File: config.mk
export PLATFORM = sky130hd
export DESIGN_NAME = apb_multi_slave_mem_flat
export DESIGN_NICKNAME = d
export VERILOG_FILES = /design/src/rtl/apb_multi_slave_mem_if.sv /design/src/rtl/apb_multi_slave_mem.sv /design/src/flat_wrapper.sv
export SDC_FILE = /design/constraint.sdc
export NUM_CORES = 1
export LEC_CHECK = 0
export CAP_MARGIN = 15
export CORE_MARGIN = 3
export CORE_UTILIZATION = 50
export DETAILED_ROUTE_END_ITERATION = 6
export GPL_TIMING_DRIVEN = 0
export PLACE_DENSITY = 0.73
export SLEW_MARGIN = 20
export SYNTH_ARGS = -nofsm -noshare
export SYNTH_HDL_FRONTEND = slang
export SYNTH_SLANG_ARGS = --single-unit
File: constraint.sdc
create_clock -name pclk -period 3 [get_ports pclk]
set_clock_uncertainty 0.15 [all_clocks]
set_input_delay 0.45 -clock pclk [delete_from_list [all_inputs] [get_ports pclk]]
set_output_delay 0.45 -clock pclk [all_outputs]
set_load 0.005 [all_outputs]
File: src/rtl/apb_multi_slave_mem_if.sv
// APB4 bus bundle between a requester and the multi-bank completer memory.
interface apb_multi_slave_mem_if #(
  parameter int unsigned NO_OF_SLAVES  = 1,
  parameter int unsigned ADDRESS_WIDTH = 32,
  parameter int unsigned DATA_WIDTH    = 32
);
  localparam int unsigned STRB_W = DATA_WIDTH / 8;

  logic [NO_OF_SLAVES-1:0]  pselx;
  logic                     penable;
  logic                     pwrite;
  logic [ADDRESS_WIDTH-1:0] paddr;
  logic [DATA_WIDTH-1:0]    pwdata;
  logic [STRB_W-1:0]        pstrb;
  logic [2:0]               pprot;
  logic                     pready;
  logic [DATA_WIDTH-1:0]    prdata;
  logic                     pslverr;

  modport master (
    output pselx, penable, pwrite, paddr, pwdata, pstrb, pprot,
    input  pready, prdata, pslverr
  );

  modport slave (
    input  pselx, penable, pwrite, paddr, pwdata, pstrb, pprot,
    output pready, prdata, pslverr
  );
endinterface

File: src/rtl/apb_multi_slave_mem.sv
// APB4 completer bank: NO_OF_SLAVES word memories, one per pselx bit, with
// per-transfer wait states, byte strobes and PSLVERR.
// Optional macro APB_PROT_CHECK_EN adds pprot-based access restriction.
module apb_multi_slave_mem #(
  parameter int unsigned NO_OF_SLAVES  = 1,
  parameter int unsigned ADDRESS_WIDTH = 32,
  parameter int unsigned DATA_WIDTH    = 32,
  parameter int unsigned MEM_DEPTH     = 16,
  parameter int unsigned WAIT_W        = 4
) (
  input  logic                      pclk,
  input  logic                      preset_n,
  input  logic [WAIT_W-1:0]         cfg_wait,
  apb_multi_slave_mem_if.slave      bus
);
  localparam int unsigned STRB_W = DATA_WIDTH / 8;
  localparam int unsigned LSB_W  = $clog2(STRB_W);
  localparam int unsigned IDX_W  = $clog2(MEM_DEPTH);
  localparam int unsigned BANK_W = (NO_OF_SLAVES > 1) ? $clog2(NO_OF_SLAVES) : 1;

  typedef enum logic {IDLE, ACCESS} state_e;

  state_e                    state_q, state_d;
  logic [NO_OF_SLAVES-1:0]   sel_q, sel_d;
  logic [BANK_W-1:0]         bank_q, bank_d;
  logic [IDX_W-1:0]          idx_q, idx_d;
  logic                      wr_q, wr_d;
  logic [DATA_WIDTH-1:0]     wdata_q, wdata_d;
  logic [STRB_W-1:0]         strb_q, strb_d;
  logic                      err_q, err_d;
  logic [DATA_WIDTH-1:0]     rdata_q, rdata_d;
  logic [WAIT_W-1:0]         cnt_q, cnt_d;
  logic [DATA_WIDTH-1:0]     mem_q [NO_OF_SLAVES][MEM_DEPTH];
  logic [DATA_WIDTH-1:0]     mem_d [NO_OF_SLAVES][MEM_DEPTH];

  logic [BANK_W-1:0]         bank_c;
  logic [IDX_W-1:0]          idx_c;
  logic                      prot_err_c;
  logic                      err_c;
  logic                      abort_c;
  logic                      complete_c;

  // Decode the setup-phase address and select into bank, word index and error.
  always_comb begin
    bank_c = '0;
    for (int unsigned i = 0; i < NO_OF_SLAVES; i++) begin
      if (bus.pselx[i]) bank_c = BANK_W'(i);
    end
    idx_c = bus.paddr[LSB_W +: IDX_W];
    err_c = ($countones(bus.pselx) != 1)
         || ((bus.paddr & ADDRESS_WIDTH'(STRB_W - 1)) != '0)
         || ((bus.paddr >> (LSB_W + IDX_W)) != '0)
         || (!bus.pwrite && (bus.pstrb != '0))
         || prot_err_c;
  end

`ifdef APB_PROT_CHECK_EN
  // Unprivileged or non-secure requests may not write, nor read the upper half.
  always_comb begin
    prot_err_c = (!bus.pprot[0] || bus.pprot[1]) && (bus.pwrite || idx_c[IDX_W-1]);
  end
`else
  logic unused_pprot_c;
  assign unused_pprot_c = ^bus.pprot;
  assign prot_err_c     = 1'b0;
`endif

  // Access phase is cut short when the requester drops penable or changes select.
  assign abort_c    = (bus.pselx != sel_q) || !bus.penable;
  assign complete_c = (state_q == ACCESS) && !abort_c && (cnt_q == '0);

  assign bus.pready  = complete_c;
  assign bus.pslverr = complete_c && err_q;
  assign bus.prdata  = (complete_c && !wr_q) ? rdata_q : '0;

  // Next-state: capture in setup, count wait states, commit writes on completion.
  always_comb begin
    state_d = state_q;
    sel_d   = sel_q;
    bank_d  = bank_q;
    idx_d   = idx_q;
    wr_d    = wr_q;
    wdata_d = wdata_q;
    strb_d  = strb_q;
    err_d   = err_q;
    rdata_d = rdata_q;
    cnt_d   = cnt_q;
    mem_d   = mem_q;
    unique case (state_q)
      IDLE: begin
        if ((bus.pselx != '0) && !bus.penable) begin
          sel_d   = bus.pselx;
          bank_d  = bank_c;
          idx_d   = idx_c;
          wr_d    = bus.pwrite;
          wdata_d = bus.pwdata;
          strb_d  = bus.pstrb;
          err_d   = err_c;
          rdata_d = err_c ? '0 : mem_q[bank_c][idx_c];
          cnt_d   = cfg_wait;
          state_d = ACCESS;
        end
      end
      ACCESS: begin
        if (abort_c) begin
          state_d = IDLE;
        end else if (cnt_q != '0) begin
          cnt_d = cnt_q - WAIT_W'(1);
        end else begin
          state_d = IDLE;
          if (wr_q && !err_q) begin
            for (int unsigned i = 0; i < STRB_W; i++) begin
              if (strb_q[i]) mem_d[bank_q][idx_q][8*i +: 8] = wdata_q[8*i +: 8];
            end
          end
        end
      end
      default: state_d = IDLE;
    endcase
  end

  // State, transfer context and memory registers.
  always_ff @(posedge pclk or negedge preset_n) begin
    if (!preset_n) begin
      state_q <= IDLE;
      sel_q   <= '0;
      bank_q  <= '0;
      idx_q   <= '0;
      wr_q    <= 1'b0;
      wdata_q <= '0;
      strb_q  <= '0;
      err_q   <= 1'b0;
      rdata_q <= '0;
      cnt_q   <= '0;
      mem_q   <= '{default: '0};
    end else begin
      state_q <= state_d;
      sel_q   <= sel_d;
      bank_q  <= bank_d;
      idx_q   <= idx_d;
      wr_q    <= wr_d;
      wdata_q <= wdata_d;
      strb_q  <= strb_d;
      err_q   <= err_d;
      rdata_q <= rdata_d;
      cnt_q   <= cnt_d;
      mem_q   <= mem_d;
    end
  end
endmodule

File: src/flat_wrapper.sv
// flat-port wrapper written by rule: the top's interface ports become plain ports
module apb_multi_slave_mem_flat 
#(
  parameter int unsigned NO_OF_SLAVES  = 1,
  parameter int unsigned ADDRESS_WIDTH = 32,
  parameter int unsigned DATA_WIDTH    = 32,
  parameter int unsigned MEM_DEPTH     = 16,
  parameter int unsigned WAIT_W        = 4
)
  (pclk, preset_n, cfg_wait, bus_pselx, bus_penable, bus_pwrite, bus_paddr, bus_pwdata, bus_pstrb, bus_pprot, bus_pready, bus_prdata, bus_pslverr);
  apb_multi_slave_mem_if #(.NO_OF_SLAVES(NO_OF_SLAVES), .ADDRESS_WIDTH(ADDRESS_WIDTH), .DATA_WIDTH(DATA_WIDTH)) bus_i ();
  input  logic pclk;
  input  logic preset_n;
  input  logic [WAIT_W-1:0] cfg_wait;
  input wire logic [$bits(bus_i.pselx)-1:0] bus_pselx;
  input wire logic [$bits(bus_i.penable)-1:0] bus_penable;
  input wire logic [$bits(bus_i.pwrite)-1:0] bus_pwrite;
  input wire logic [$bits(bus_i.paddr)-1:0] bus_paddr;
  input wire logic [$bits(bus_i.pwdata)-1:0] bus_pwdata;
  input wire logic [$bits(bus_i.pstrb)-1:0] bus_pstrb;
  input wire logic [$bits(bus_i.pprot)-1:0] bus_pprot;
  output wire logic [$bits(bus_i.pready)-1:0] bus_pready;
  output wire logic [$bits(bus_i.prdata)-1:0] bus_prdata;
  output wire logic [$bits(bus_i.pslverr)-1:0] bus_pslverr;
  assign bus_i.pselx = bus_pselx;
  assign bus_i.penable = bus_penable;
  assign bus_i.pwrite = bus_pwrite;
  assign bus_i.paddr = bus_paddr;
  assign bus_i.pwdata = bus_pwdata;
  assign bus_i.pstrb = bus_pstrb;
  assign bus_i.pprot = bus_pprot;
  assign bus_pready = bus_i.pready;
  assign bus_prdata = bus_i.prdata;
  assign bus_pslverr = bus_i.pslverr;
  apb_multi_slave_mem #(.NO_OF_SLAVES(NO_OF_SLAVES), .ADDRESS_WIDTH(ADDRESS_WIDTH), .DATA_WIDTH(DATA_WIDTH), .MEM_DEPTH(MEM_DEPTH), .WAIT_W(WAIT_W)) u_core (.pclk(pclk), .preset_n(preset_n), .cfg_wait(cfg_wait), .bus(bus_i));
endmodule
==> run metrics <==
fin crit share=108.4%; outcome=finished with violations; Clock Sinks=approximately 590; first-pass GRT wire length=between 100000 and 150000 um; DIE WIDTH=239.7 um; ys async rst share=between 90% and 100%; worst hold path type=in -> async; Die Y=about 240 um; Placer Congestion=slightly below 0.9; final hold viol count=0; Skew-Pair Late Insertion Delay=a little over 0.6 ns; Max Slew Vio Count=0; largest net degree at the start of global routing=around 100; Distinct cells, synth=40; GR Util All Layers=between 20% and 30%; Tot Pwr=17.09 mW; FF/Latch Area=~15000 um2; Synth Instances=between 1500 and 2000; top_reg_cell synth=dfrtp_1; Mapped Nets=1899; Final nets=around 2200; WL final=between 70000 and 80000 um; root buf cell=clkbuf_16; worst slew pin tran=between 1 and 1.5 ns; Residual DRC=0; CP Class=reg -> out; Cell Rows=between 80 and 90; diode count=0; CP Capture Type=output pin; synth-to-layout area growth=20.50%; post-synthesis register bit count=592; vias=about 17000; gr ovfl total=0; Post-DRT Antenna Nets=0; CP startpoint kind=register; vias per cell=around 6; Crit path arrival time=about 2.7 ns; Area contributors post-synth=dfrtp_1 (54%), mux2_2 (21%), mux4_2 (11%), mux2i_1 (2.4%), nor3_4 (2.4%); fin crit period=between 3 and 4 ns; core outline area=53920 um2; clock buffer depth=3; Final setup viols=375; Required @ worst endpoint=2.40 ns; CTS tree=done; Avg Synthesized Cell Area=15.03 um2; MaxCap Viol Count=0; post-synthesis instance area=between 20000 and 30000 um2; Die ar.=approximately 57000 um2; unrepaired setup endpoints after global routing=true; First-pass DRT Iterations=6; Max VDD drop=around 0.41 mV; pwr dens=519.4 nW/um2; area of the multi-input gates=around 12000 um2; Post-synth EDFFs=0; Fill cells=between 3000 and 4000; WL per Instance=between 20 and 30 um; # IOs=roughly 110; Static Leak=roughly 16 nW; Iter 0 DRT Violations=approximately 1300; PortBufs=106; crit-path max FO=5; Max-slew headroom=between 20% and 30%; post-place setup slack=-1.694 ns; sequential area share after synthesis=a little over half; clk slew on worst S/H paths=approximately 0.060 ns; Synth top area share=54.24%; post-route setup slack=-0.2513 ns; Num CTS Buffers=roughly 60; Initial Util=about half; initial antenna violation count=0; cell accounting for the most synthesized area=dfrtp_1; Max Freq=307.6 MHz; failing checks=setup timing; layout cells sized above 1=a little under half; H-tree Lvls=2; vias in the first global route=roughly 18000; HPWL Detailed=approximately 45000 um; yosys warns=0
## metrics by stage
stage | hold slack, ns | cell area [um2] | TNS (ns) | instances | util (%)
finish | 0.1931 | 32910 | -33.57 | 2815 | 61.03
global route | 0.1962 | 32910 | -63.73 | 2815 | 61.03
CTS | 0.1779 | 32740 | -53.21 | 2809 | 60.72
detailed placement | 0.2386 | 29430 | -325.74 | 2626 | 54.58
global placement | 0.3031 | 29240 | - | 2619 | 54.23
floorplan | 0.004409 | 27310 | 0 | 1817 | -
## synthesized netlist by cell type (2+ instances only)
| cell type | number |
|---|---|
| dfrtp_1 | 592 |
| mux2_2 | 520 |
| nand2_1 | 165 |
| mux4_2 | 128 |
| clkbuf_1 | 88 |
| mux2i_1 | 66 |
| nor3_4 | 40 |
| and2_1 | 34 |
| o21ai_0 | 32 |
| mux2_4 | 24 |
| nand3_1 | 22 |
| buf_1 | 21 |
| nor2_1 | 10 |
| buf_6 | 7 |
| nand2b_1 | 7 |
| nor4_1 | 7 |
| inv_1 | 5 |
| nand4_1 | 5 |
| nor2b_1 | 5 |
| nor3_1 | 5 |
| buf_2 | 4 |
| or2_2 | 4 |
| nand3b_1 | 3 |
| or4_4 | 3 |
| a2bb2oi_1 | 2 |
| a31oi_1 | 2 |
| ha_1 | 2 |
| o22a_1 | 2 |
## critical path, stage by stage, from the launching register on
cell	delay, ns
dfrtp_1	0.39
inv_2	0.09
ha_4	0.12
or3b_4	0.42
nor3_4	0.26
buf_8	0.21
clkbuf_16	0.17
buf_6	0.09
buf_6	0.08
and2_4	0.13
buf_6	0.08
## flip-flops by register name, summed over array words and instances (netlist names)
register        cells
u_core.cnt_q        4
u_core.err_q        1
u_core.idx_q        4
u_core.mem_q      512
u_core.rdata_q     32
u_core.sel_q        1
u_core.state_q      1
u_core.strb_q       4
u_core.wdata_q     32
u_core.wr_q         1
## routing by layer
| metal | GRT usage [%] | routed length [um] | up-vias |
|---|---|---|---|
| met1 | 33.70 | 29780 | 8977 |
| met2 | 41.27 | 34430 | 557 |
| met3 | 5.043 | 4977 | 164 |
| li1 | - | - | 7148 |
| met5 | 0 | 0 | - |
| met4 | 9.767 | 2573 | 0 |
## cell families (layout without fill, tap and decap cells)
logic type	Yosys count	in the layout	share of synthesized area [%]
buf+inv	125	427	1.929
fa+ha+maj	2	2	0.09161
compound gates	43	43	0.8979
simple gates	316	316	7.073
flops	592	592	54.24
xor+xnor	1	1	0.03207
mux	738	738	35.73
## area by class of cell
type	count	area share (%)
clock inverters	17	0.6349
inverters	5	0.05703
flip-flops and latches	592	45.02
repair buffers	197	7.536
well taps	696	2.646
plain buffers	118	1.753
multi-input cells	1100	37.11
clock buffers	90	5.239
## path summary, 6_finish.rpt
check                                              start                       endpoint  slack, ns  cells past startpoint
max                          u_core.cnt_q[0]$_DFFE_PN0P_                 bus_prdata[11]      -0.25                     10
min reg2reg                u_core.rdata_q[7]$_DFFE_PN0P_  u_core.rdata_q[7]$_DFFE_PN0P_       0.33                      2
min in group pclk                          bus_pwdata[1]  u_core.wdata_q[1]$_DFFE_PN0P_       0.20                      3
max reg2reg                  u_core.cnt_q[0]$_DFFE_PN0P_    u_core.mem_q[1]$_DFFE_PN0P_      -0.15                      9
max in group asynchronous                       preset_n  u_core.mem_q[468]$_DFFE_PN0P_       1.15                      4
min                                             preset_n    u_core.mem_q[3]$_DFFE_PN0P_       0.19                      2
## cell usage in the layout, fill, tap and decap left out, types with 9 or more instances in the layout
cell               n
and2_4            29
buf_1             16
buf_12            37
buf_2              9
buf_4             29
buf_6             46
clkbuf_1         101
clkbuf_16         65
clkbuf_8          12
clkdlybuf4s50_1   73
dfrtp_1          591
mux2_2           520
mux2_4            24
mux2i_1           66
mux4_2           128
nand2_1          165
nand3_2           10
nor2_1            10
nor3_4            41
o21ai_0           32
## where the power goes
group	internal (mW)	switching, mW
sequential	8.10	0.228
clock	4.29	3.09
combinational	0.416	0.969
## repair_timing
item | CTS | global route
gates resized for setup | 238 | 28
setup buffers | 73 | 7
hold buffers | 1 | 0
endpoints found under the setup margin | 546 | 538
hold endpoints to repair | 46 | 0
gates cloned | 3 | 0
pin swaps | 63 | 6
Note: power is estimated with default switching activity, not from simulation.
